### src/rtl/ws2812b_multi.sv
// ----------------------------------------------------------------------------
// ws2812b_multi
//
// Drives CHANNELS WS2812B LED strings in lockstep. Each frame sends LEDS
// pixels of BPP bits (MSB first) to every string, then holds all lines low
// for the latch period. Pixels come from a frame source over a valid/ready
// stream, one CHANNELS*BPP word per pixel, through a one-pixel holding
// buffer so the next pixel can be fetched while the current one shifts out.
//
// Parameters:
//   CHANNELS  number of parallel strings (1..16)
//   LEDS      pixels per string (>=1)
//   BPP       bits per pixel (>=2), sent MSB first
//   T0H/T1H   high time of a 0 / 1 bit, in clocks (T0H < T1H < TBIT)
//   TBIT      bit period in clocks
//   TRST      latch low time in clocks
//   CW        timing counter width, 2^CW > TRST and 2^CW >= TBIT
//
// Ports:
//   CLK50       system clock
//   RESET_N     asynchronous active-low reset
//   START       one-cycle frame request, honoured only in IDLE
//   CONTINUOUS  restart automatically at the end of each latch
//   PIX_DATA    pixel for all strings, channel c at [c*BPP +: BPP]
//   PIX_VALID   PIX_DATA is valid
//   PIX_READY   driver accepts a pixel this cycle
//   PIX_INDEX   index of the next pixel to be accepted
//   WS          registered serial data line per string
//   BUSY        high in every state except IDLE
//   FRAME_DONE  one-cycle pulse on the final latch clock
//   UNDERRUN    sticky source-starvation flag, cleared at frame start
//   STATE       FSM state: IDLE=0, FETCH=1, SHIFT=2, LATCH=3
//
// Pixel stream handshake: a pixel is transferred on every rising clock edge
// where PIX_VALID and PIX_READY are both high. PIX_VALID may rise or fall at
// any time; PIX_READY depends only on registered state (never on PIX_VALID),
// and once the frame has accepted LEDS pixels it stays low until the next
// frame starts.
// ----------------------------------------------------------------------------
module ws2812b_multi #(
  parameter int CHANNELS = 4,
  parameter int LEDS     = 256,
  parameter int BPP      = 24,
  parameter int T0H      = 20,
  parameter int T1H      = 40,
  parameter int TBIT     = 63,
  parameter int TRST     = 2500,
  parameter int CW       = 12
) (
  input  logic                                     CLK50,
  input  logic                                     RESET_N,
  input  logic                                     START,
  input  logic                                     CONTINUOUS,
  input  logic [CHANNELS*BPP-1:0]                  PIX_DATA,
  input  logic                                     PIX_VALID,
  output logic                                     PIX_READY,
  output logic [((LEDS > 1) ? $clog2(LEDS) : 1)-1:0] PIX_INDEX,
  output logic [CHANNELS-1:0]                      WS,
  output logic                                     BUSY,
  output logic                                     FRAME_DONE,
  output logic                                     UNDERRUN,
  output logic [1:0]                               STATE
);

  localparam int IW = (LEDS > 1) ? $clog2(LEDS) : 1;   // PIX_INDEX width
  localparam int AW = $clog2(LEDS + 1);                // accepted-pixel count
  localparam int BW = (BPP > 1) ? $clog2(BPP) : 1;     // bit index width
  localparam int DW = CHANNELS * BPP;

  localparam logic [CW-1:0] T0H_C    = CW'(T0H);
  localparam logic [CW-1:0] T1H_C    = CW'(T1H);
  localparam logic [CW-1:0] TBIT_M1  = CW'(TBIT - 1);
  localparam logic [CW-1:0] TRST_C   = CW'(TRST);
  localparam logic [BW-1:0] BIT_TOP  = BW'(BPP - 1);
  localparam logic [AW-1:0] LEDS_C   = AW'(LEDS);

  typedef enum logic [1:0] {
    S_IDLE  = 2'd0,
    S_FETCH = 2'd1,
    S_SHIFT = 2'd2,
    S_LATCH = 2'd3
  } state_t;

  state_t              r_state;
  logic [DW-1:0]       r_shift;      // pixel being sent, MSB of each channel first
  logic [DW-1:0]       r_buf;        // holding buffer for the next pixel
  logic                r_buf_full;
  logic [BW-1:0]       r_bit;        // bits remaining in current pixel, minus one
  logic [CW-1:0]       r_cnt;        // bit-period counter in SHIFT, latch counter in LATCH
  logic [AW-1:0]       r_acc;        // pixels accepted this frame
  logic [CHANNELS-1:0] r_ws;
  logic                r_frame_done;
  logic                r_underrun;

  logic                w_ready;
  logic                w_xfer;
  logic                w_last_clk;   // final clock of a bit period
  logic [CHANNELS-1:0] w_ws_next;
  logic [DW-1:0]       w_shl;        // every channel shifted left by one bit

  assign w_ready    = ((r_state == S_FETCH) || ((r_state == S_SHIFT) && !r_buf_full)) &&
                      (r_acc != LEDS_C);
  assign w_xfer     = w_ready && PIX_VALID;
  assign w_last_clk = (r_cnt == TBIT_M1);

  // Line level for the current clock of the bit period; registered into r_ws,
  // so the line follows r_cnt by one clock.
  always_comb begin
    w_ws_next = '0;
    w_shl     = '0;
    for (int c = 0; c < CHANNELS; c++) begin
      w_ws_next[c] = r_shift[c*BPP + BPP - 1] ? (r_cnt < T1H_C) : (r_cnt < T0H_C);
      w_shl[c*BPP +: BPP] = {r_shift[c*BPP +: BPP-1], 1'b0};
    end
  end

  always_ff @(posedge CLK50 or negedge RESET_N) begin
    if (!RESET_N) begin
      r_state      <= S_IDLE;
      r_shift      <= '0;
      r_buf        <= '0;
      r_buf_full   <= 1'b0;
      r_bit        <= '0;
      r_cnt        <= '0;
      r_acc        <= '0;
      r_ws         <= '0;
      r_frame_done <= 1'b0;
      r_underrun   <= 1'b0;
    end else begin
      r_frame_done <= 1'b0;
      r_ws         <= '0;

      case (r_state)
        S_IDLE: begin
          if (START) begin
            r_state    <= S_FETCH;
            r_acc      <= '0;
            r_buf_full <= 1'b0;
            r_underrun <= 1'b0;
          end
        end

        S_FETCH: begin
          if (w_xfer) begin
            r_shift <= PIX_DATA;
            r_bit   <= BIT_TOP;
            r_cnt   <= '0;
            r_acc   <= r_acc + 1'b1;
            r_state <= S_SHIFT;
          end
        end

        S_SHIFT: begin
          r_ws <= w_ws_next;

          // Transfers in SHIFT normally land in the holding buffer.
          if (w_xfer) begin
            r_buf      <= PIX_DATA;
            r_buf_full <= 1'b1;
            r_acc      <= r_acc + 1'b1;
          end

          if (w_last_clk) begin
            r_cnt <= '0;
            if (r_bit != '0) begin
              r_bit   <= r_bit - 1'b1;
              r_shift <= w_shl;
            end else if (r_buf_full) begin
              r_shift    <= r_buf;
              r_buf_full <= 1'b0;
              r_bit      <= BIT_TOP;
            end else if (w_xfer) begin
              // Pixel arrives on the very last clock with the buffer empty:
              // send it straight on instead of parking it in the buffer.
              r_shift    <= PIX_DATA;
              r_buf_full <= 1'b0;
              r_bit      <= BIT_TOP;
            end else begin
              // Nothing left to send: either the frame is complete or the
              // source starved and the frame is cut short.
              if (r_acc != LEDS_C) begin
                r_underrun <= 1'b1;
              end
              r_state <= S_LATCH;
            end
          end else begin
            r_cnt <= r_cnt + 1'b1;
          end
        end

        S_LATCH: begin
          // The line is already low on entry (WS lags the state by a clock).
          // After TRST latch clocks FRAME_DONE is raised for the final latch
          // clock, and the state is left on the clock after that.
          if (r_frame_done) begin
            if (CONTINUOUS) begin
              r_state    <= S_FETCH;
              r_acc      <= '0;
              r_buf_full <= 1'b0;
              r_underrun <= 1'b0;
            end else begin
              r_state <= S_IDLE;
            end
          end else if (r_cnt == TRST_C) begin
            r_frame_done <= 1'b1;
          end else begin
            r_cnt <= r_cnt + 1'b1;
          end
        end

        default: r_state <= S_IDLE;
      endcase
    end
  end

  assign PIX_READY  = w_ready;
  assign PIX_INDEX  = r_acc[IW-1:0];
  assign WS         = r_ws;
  assign BUSY       = (r_state != S_IDLE);
  assign FRAME_DONE = r_frame_done;
  assign UNDERRUN   = r_underrun;
  assign STATE      = r_state;

endmodule

### config.mk
export PLATFORM = sky130hd
export DESIGN_NAME = ws2812b_multi
export DESIGN_NICKNAME = d
export VERILOG_FILES = /design/src/rtl/ws2812b_multi.sv
export SDC_FILE = /design/constraint.sdc
export NUM_CORES = 1
export LEC_CHECK = 0
export ABC_AREA = 1
export CAP_MARGIN = 25
export CORE_UTILIZATION = 58
export DETAILED_ROUTE_END_ITERATION = 10
export PLACE_DENSITY = 0.85
export SLEW_MARGIN = 30
export SYNTH_ARGS = -nofsm -noshare
export SYNTH_HDL_FRONTEND = slang
export SYNTH_SLANG_ARGS = --single-unit
### constraint.sdc
create_clock -name CLK50 -period 2.5 [get_ports CLK50]
set_input_delay 0.375 -clock CLK50 [delete_from_list [all_inputs] [get_ports CLK50]]
set_output_delay 0.375 -clock CLK50 [all_outputs]
set_load 0.01 [all_outputs]
## Word level (Yosys, flattened, before mapping)

Cells that the tools add are included.

- Output and inout bits: 18
- Bits in read-only memories: 0
- Input bits: 101
- Memories: 0
- Bits in writable memories: 0
- Bits in latches: 0
- Flip-flop bits (word level): 227

- Bitwise logic cells: 0
- Multiply operators: 0
- Shifts and indexed selects: 0
- Muxes and demuxes: 52
- Div/mod/pow operators: 0
- Equality and inequality tests: 18
- Reduce and logical (&&, ||, !) cells: 19
- Add/subtract/negate cells: 3
- $lt $le $gt $ge: 2

Operator list:

| operator | count |
|---|---|
| $mux 96 | 4 |
| $pmux 96 s2 | 1 |
| $mux 12 | 4 |
| $mux 9 | 4 |
| $pmux 12 s3 | 1 |
| $pmux 9 s3 | 1 |
| $mux 1 | 21 |
| $mux 5 | 4 |
| $ne 2x2->1 const B | 10 |
| $mux 2 | 7 |
| $add 12x1->12 const B | 1 |
| $eq 12x12->1 const B | 1 |
| $eq 12x6->1 const B | 1 |
| $lt 12x5->1 const B | 1 |
| $lt 12x6->1 const B | 1 |
| $reduce_and 4->1 | 3 |
| $pmux 5 s2 | 1 |
| $add 9x1->9 const B | 1 |
| $ne 9x9->1 const B | 1 |
| $reduce_and 9->1 | 1 |
| $pmux 2 s4 | 1 |
| $reduce_and 7->1 | 1 |
| $pmux 1 s3 | 2 |
| $reduce_bool 3->1 | 2 |
| other kinds (13) | 19 |

## Logic depth before layout (Yosys ltp)

Gate-level depths: netlist (run 1).

- Depth after elaboration: 11
- Depth in mapped cells: 15
- Depth with buffers taken out: 14

## Least setup slack after synthesis (run 1)

Ideal clock, no wire load.

- Kind: reg-to-reg
- Start: reg r_state[0], in the netlist STATE[0]
- End: reg r_shift[12]
- Cell stages (with the launch flop): 13
- Setup slack: 0.595 ns
- Data arrival time: 1.789 ns
- Required time: 2.384 ns
- Cell sequence: dfrtp_1 > inv_1 > ha_1 > inv_1 > clkbuf_1 > nand2_1 > nand2_2 > nand2_4 > buf_4 > nand2_1 > nand2_1 > inv_1 > nand2_1

- Longest elaborated chain between the ends: 10

Ends and longest elaborated chain:

| item | line | source |
|---|---|---|
| start: declaration | 84 | `state_t r_state;` |
| start signal: assignment | 119 | `r_state <= S_IDLE;` |
| start signal: assignment | 136 | `r_state <= S_FETCH;` |
| start signal: assignment | 149 | `r_state <= S_SHIFT;` |
| $eq 2x2->1 | 101, 133 |  |
| $logic_and 1x1->1 | 101 | `assign w_ready = ((r_state == S_FETCH) \|\| ((r_state == S_SHIFT) && !r_buf_full)) &&` |
| $logic_or 1x1->1 | 101 |  |
| $logic_and 1x1->1 | 101 |  |
| $logic_and 1x1->1 | 103 | `assign w_xfer = w_ready && PIX_VALID;` |
| $mux 96 (4 in a row) | n/a |  |
| $pmux 96 s2 | 133 | `case (r_state)` |
| end signal: assignment | 167 | `r_shift <= w_shl;` |
| end signal: assignment | 169 | `r_shift <= r_buf;` |
| end: declaration | 85 | `logic [DW-1:0] r_shift;` |

Parallel ways exist; a longest one is shown, timed or not. The select of a mux whose other input is x is not followed.
A chain may end at the register's enable or synchronous reset.

## Worst setup path after layout (run 1)

- Start: reg r_state[0], in the netlist STATE[0]
- End: out PIX_READY

- Longest elaborated chain between the ends: 4

Ends and longest elaborated chain:

| item | line | source |
|---|---|---|
| $eq 2x2->1 | 101 |  |
| $logic_and 1x1->1 | 101 |  |
| $logic_or 1x1->1 (*) | 101 |  |
| $logic_and 1x1->1 (*) | 101 |  |
| end: declaration | 56 | `output logic PIX_READY,` |

Every way passes the cells marked *; elsewhere a longest branch is shown, timed or not.

==> results of run 1 <==
==> power by group through the flow <==
| stage | Combinational (mW) | Clock [mW] | Sequential (mW) |
|---|---|---|---|
| 3_5_place_dp | 5.64 | 0 | 5.87 |
| 2_1_floorplan | 3.96 | 0 | 5.70 |
| 5_1_grt | 6.48 | 3.87 | 6.01 |
| 6_report | 5.73 | 3.65 | 5.86 |
| 4_1_cts | 5.72 | 3.71 | 5.83 |
| 3_3_place_gp | 5.45 | 0 | 5.81 |
==> cell type report <==
class | count | area (sq um) | area share, %
timing repair buffer | 152 | 1593 | 11.07
sequential | 227 | 5683 | 39.49
tap | 270 | 337.8 | 2.348
clock inverter | 8 | 93.84 | 0.6521
multi-input combinational | 1310 | 5454 | 37.90
inverter | 136 | 511.7 | 3.556
clock buffer | 36 | 716.9 | 4.982
==> Yosys cell counts, types with 7 or more instances <==
cell type / count / area (sq um)
nand2_1: 1051 / 3945
dfrtp_1: 227 / 5680
inv_1: 132 / 495.5
o21ai_0: 113 / 565.5
nor2_1: 40 / 150.1
buf_2: 33 / 165.2
nand3_1: 31 / 155.2
clkbuf_1: 30 / 112.6
buf_4: 21 / 157.7
ha_1: 12 / 150.1
buf_1: 10 / 37.54
xor2_1: 10 / 87.58
nand4_1: 7 / 43.79
==> worst paths after layout <==
check	startpoint	end	slack [ns]	cells past startpoint
min	RESET_N	r_acc[3]$_DFFE_PN0P_	0.40	2
max	STATE[0]$_DFFE_PN0P_	PIX_READY	0.08	6
min in group CLK50	PIX_DATA[84]	r_buf[84]$_DFFE_PN0P_	0.41	3
min reg2reg	r_shift[34]$_DFFE_PN0P_	r_shift[34]$_DFFE_PN0P_	0.48	2
max in group asynchronous	RESET_N	r_buf[63]$_DFFE_PN0P_	1.37	3
max reg2reg	STATE[0]$_DFFE_PN0P_	r_shift[45]$_DFFE_PN0P_	0.21	11
==> per-layer routing <==
metal / up-vias / global-route usage, %
met2: 364 / 48.18
met4: 0 / 7.760
met1: 5183 / 37.88
met3: 50 / 4.094
li1: 5511 / -
met5: - / 0
==> registers in the layout (all words and copies together), names as in the netlist <==
name        cells
FRAME_DONE      1
UNDERRUN        1
STATE           2
r_cnt          12
r_buf          96
WS              4
r_bit           5
r_buf_full      1
r_shift        96
r_acc           9
==> critical path, cell delays in order (launching register included) <==
cell,delay (ns)
dfrtp_2,0.41
buf_4,0.16
ha_1,0.22
o21bai_1,0.18
a21boi_2,0.16
buf_4,0.14
dlygate4sd2_1,0.27
==> what timing repair did <==
item / CTS / global route
buffers inserted: 2 / 0
hold buffers: 1 / 0
hold endpoints to repair: 54 / 0
gates resized for setup: 7 / 0
setup endpoints to repair: 1 / 0
==> cell usage in the layout, fill, tap and decap left out, types with 7 or more instances in the layout <==
master           instances
inv_1                  130
clkbuf_16               25
dfrtp_1                225
nor2_1                  40
clkdlybuf4s50_1        116
nand4_1                  7
ha_1                    11
buf_12                  12
o21ai_0                113
nand2_1               1051
buf_4                   21
xor2_1                  10
nand3_1                 31
==> cells by family (layout without fill, tap and decap cells) <==
group           Yosys count  count (layout)  synth area share (%)
buf+inv                 234             332                 8.481
fa+ha+maj                12              12                 1.238
simple gates           1148            1148                 36.48
xor+xnor                 11              11                0.7944
compound gates          139             139                 6.160
flops                   227             227                 46.84
==> flow_summary_export.csv, run 1 <==
group,metric,value,unit
drt,top_layer_used,"met4",
grt,first_global_vias,10700,
floorplan,die_w,146.6,um
setup_path,criticalPathCategory,"reg -> out",
pwr,power_switching,6.005,mW
pwr,ir_drop,0.6335,mV
placement,placedCellCount,2092,
clock_tree,cts_sinks,227,
timing,rsz0062_at_grt,"no",
pwr,comb_power_share,37.6,%
pwr,seqPwrFrac,38.4,%
timing,period_needed,2.420,ns
worst_hold_path,hold_path_class,"in -> async",
drt,drtIter0Drc,994,
grt,grt.total_usage,28.34,%
drt,wl_met1,12800,um
drt,wire_per_inst,13.81,um
yosys,syn_nets,1884,
clock_tree,cts_root_buf,"clkbuf_16",
timing,finalMaxSlewViolations,0,
layout,post_route_cells_drive_above_1_share,5.083,%
drt,viasPerCell,5.193,
yosys,netlist_area,0.01213,sq mm
timing,setup_slack,0.07969,ns
pwr,power,15.25,mW
drt,wl_met3,1777,um
setup_path,crit_fanout,5,
run,drv_cap,0,
clock_tree,clkLatencyLatePin,0.53,ns
timing,finalSetupViolations,0,
yosys,yosysUniqueCellTypes,36,
drt,dr_total_vias,11110,
grt,antenna_found_initial,0,
clock_tree,h-tree-depth,1,
layout,fin_cells,2139,
pwr,p_sw_share,39.39,%
pwr,p_clk_share,24.0,%
layout,postLayoutCoreUtil,70.66,%
yosys,avgSynthCellArea,6.847,sq um
layout,final_nets,1965,
pwr,powerDensity,1059,mW/mm^2
timing,post-route-period-util,96.81,%
floorplan,std_cell_rows,52,
clock_tree,cts_tree,"yes",
outcome,outcome,"completed",
placement,place_area,0.01355,sq mm
floorplan,ios,119,
yosys,ys_ff_latch,227,
timing,fin_tns_setup,0,ns
timing,max_slew_margin,49.39,%
drt,wl_met2,14440,um
pwr,p_leak,7.766,nW
yosys,yosys_warnings,0,
floorplan,start_util,59.55,%
setup_path,critPathLaunchType,"register",
timing,hold_slack,0.4008,ns
placement,place.gp.congestion,0.8856,
timing,worst_slew_pin_slew,0.7522,ns
drt,postRouteAntennaNets,0,
clock_tree,cts_buffers,25,
timing,hold_violations,0,
layout,final_cell_area,0.01439,sq mm
drt,dr.pass1.iters,5,
setup_path,crit_path_end_kind,"primary output",
timing,skew,0.01919,ns
yosys,ys_async_sr_fraction,100.0,%
layout,fillCellCount,1585,
yosys,syn_inst,1771,
layout,area_delta_synth_final,18.67,%
placement,port_buffers,118,
grt,grt_start_max_net_pins,103,
floorplan,core,0.02036,sq mm
placement,dpl.hpwl,17760,um
yosys,synth-edff-count,0,
drt,drc,0,
floorplan,die_h,146.6,um
yosys,ys_seq_area_share,46.84,%
yosys,synth_ff_type,"dfrtp_1",
placement,dp_slack,0.2317,ns
pwr,intPower,9.241,mW
grt,grt-ovfl-total,0,
clock_tree,clkTransAtPathRegs,0.06,ns
setup_path,required,2.12,ns
layout,n_antenna_cell,0,
clock_tree,cts_buffer_depth,3,
grt,grt_pass1_wl,50240,um
setup_path,crit_arrival,2.05,ns
timing,fmax,413.2,MHz
floorplan,dieArea,0.02149,sq mm
drt,wirelength,29540,um
Note: power is estimated with default switching activity, not from simulation.
==> run 2, diff against run 1 <==
--- a/config.mk
+++ b/config.mk
@@ -10,7 +10,7 @@
 export CORE_UTILIZATION = 58
 export DETAILED_ROUTE_END_ITERATION = 10
 export PLACE_DENSITY = 0.85
-export SLEW_MARGIN = 30
+export RECOVER_POWER = 50
 export SYNTH_ARGS = -nofsm -noshare
 export SYNTH_HDL_FRONTEND = slang
 export SYNTH_SLANG_ARGS = --single-unit
==> flow_summary_export.csv, run 2 (synthesis results as in run 1) <==
group,metric,value,unit
grt,grtUsageMet3,4.094,%
timing,finalSetupViolations,0,
layout,final_common_cell,"nand2_1",
grt,grt.met2_usage,48.18,%
setup_path,r2r_cells,11,
outcome,violations,"capacitance limit, slew limit",
timing,hold_slack,0.4057,ns
drt,dr_total_vias,11100,
setup_path,crit_path_end_kind,"primary output",
setup_path,criticalPathCategory,"reg -> out",
drt,wirelength,29510,um
clock_tree,clkLatencyLatePin,0.53,ns
grt,grt-ovfl-total,0,
setup_path,cpPeakStageDelay,0.41,ns
clock_tree,cts_tree,"yes",
grt,antenna_found_initial,0,
pwr,ir_drop,0.6352,mV
layout,area_delta_synth_final,18.47,%
setup_path,critPathTopFamily,"buffers and inverters",
worst_hold_path,min_to,"r_buf[84]$_DFFE_PN0P_",
clock_tree,cts_buffer_depth,3,
drt,dr.pass1.iters,6,
run,drv_cap,1,
timing,period_needed,2.421,ns
setup_path,critPathLaunchType,"register",
layout,mostFrequentLayoutCells,"nand2_1, dfrtp_1, inv_1",
setup_path,path_buf_inv,3,
clock_tree,cts_root_buf,"clkbuf_16",
timing,finalMaxSlewViolations,59,
grt,grt_pass1_wl,50240,um
grt,grt-busiest-layer,"met2",
floorplan,start_util,59.55,%
timing,fin_tns_setup,0,ns
grt,first_global_vias,10700,
placement,port_buffers,118,
setup_path,crit_arrival,2.05,ns
timing,max_slew_margin,-8.208,%
setup_path,required,2.12,ns
timing,rsz0062_at_grt,"no",
timing,worst_slew_pin_slew,1.623,ns
drt,wire_per_inst,13.79,um
pwr,powerDensity,1060,mW/mm^2
pwr,p_leak,7.767,nW
setup_path,reg2reg_from,"STATE[0]$_DFFE_PN0P_",
setup_path,cpMostUsedCell,"buf_4",
timing,post-route-period-util,96.82,%
setup_path,crit_slowest_cell,"dfrtp_2",
timing,fmax,413.1,MHz
worst_hold_path,hold_path_class,"in -> reg",
outcome,outcome,"finished with violations",
timing,hold_violations,0,
floorplan,dieArea,0.02149,sq mm
grt,grt.total_usage,28.34,%
timing,skew,0.01831,ns
drt,viasPerCell,5.189,
drt,drtIter0Drc,994,
clock_tree,cts_sinks,227,
floorplan,std_cell_rows,52,
worst_hold_path,worstHoldPathCells,3,
setup_path,r2r_slack,0.21,ns
floorplan,die_h,146.6,um
clock_tree,clkTransAtPathRegs,0.06,ns
worst_hold_path,worstHoldStart,"PIX_DATA[84]",
clock_tree,h-tree-depth,1,
placement,place.gp.congestion,0.8856,
layout,final_nets,1965,
layout,postLayoutCoreUtil,70.55,%
placement,dpl.hpwl,17760,um
setup_path,crit_fanout,5,
setup_path,crit_chain,"buf_4, ha_1, o21bai_1, a21boi_2, buf_4, dlygate4sd2_1",
grt,met1_usage,37.88,%
floorplan,core,0.02036,sq mm
layout,top_regs,"r_buf x96, r_shift x96, r_cnt x12",
floorplan,ios,119,
layout,post_route_cells_drive_above_1_share,5.083,%
clock_tree,cts_buffers,25,
drt,drc,0,
layout,n_antenna_cell,0,
floorplan,die_w,146.6,um
drt,postRouteAntennaNets,0,
setup_path,r2r_end,"r_shift[35]$_DFFE_PN0P_",
grt,grt_start_max_net_pins,103,
## run 2: cell count changes in the layout (fill, tap and decap cells not counted)
| cell | delta |
|---|---|
| buf_2 | +1 |
| clkbuf_4 | +1 |
| buf_8 | -1 |
| buf_6 | +1 |
| clkdlybuf4s50_1 | -4 |
| buf_12 | -1 |
| clkbuf_2 | +2 |
| buf_4 | -3 |
| dlygate4sd3_1 | +4 |
## run 2: power by group
group          switching (mW)  internal (mW)
logic                    3.77           1.95
clock network            1.47           2.19
registers               0.766           5.09
total                    6.00           9.23
## run 2: worst min-delay path, cell delays in order
cell and delay, ns:
clkdlybuf4s50_1 0.41, nand2_1 0.07, nand2_1 0.04
## run 2: cell type report
cell class                      instances  area (sq um)
Clock buffer                           36         716.9
Clock inverter                          8         93.84
Fill cell                            1586          5998
Inverter                              136         511.7
Multi-Input combinational cell       1310          5454
Sequential cell                       227          5683
Tap cell                              270         337.8
Timing Repair Buffer                  152          1569
## run 2: routing by layer
layer  up-vias  routed length (um)
met5         -                   0
met4         0                 566
met3        53                1802
met2       381               14400
met1      5153               12730
li1       5513                   -
## run 2: stage by stage
stage	power, mW	area [sq um]	cells	setup WS (ns)
finish	15.23	14370	2139	0.07938
CTS	15.27	14390	2139	0.09843
floorplan	9.657	12130	1771	0.5948
global route	16.34	14370	2139	0.03186
detailed placement	11.51	13550	2092	0.2317
global placement	11.26	13550	2092	0.2959
## run 2: worst max path at each step
| stage | start | endpoint | slack [ns] | depth (start not counted) |
|---|---|---|---|---|
| after floorplan | STATE[0]$_DFFE_PN0P_ | r_shift[12]$_DFFE_PN0P_ | 0.59 | 12 |
| after global placement | STATE[0]$_DFFE_PN0P_ | PIX_READY | 0.30 | 7 |
| after detailed placement | STATE[0]$_DFFE_PN0P_ | PIX_READY | 0.23 | 7 |
| after CTS | STATE[0]$_DFFE_PN0P_ | PIX_READY | 0.1 | 6 |
| after global routing | STATE[0]$_DFFE_PN0P_ | PIX_READY | 0.03 | 6 |
| final | STATE[0]$_DFFE_PN0P_ | PIX_READY | 0.08 | 6 |
## run 2: what timing repair did
action,4_1_cts,5_1_grt
buffers inserted,2,0
resized for setup,7,0
hold endpoints to repair,54,0
setup endpoints to repair,1,0
hold buffers,1,0
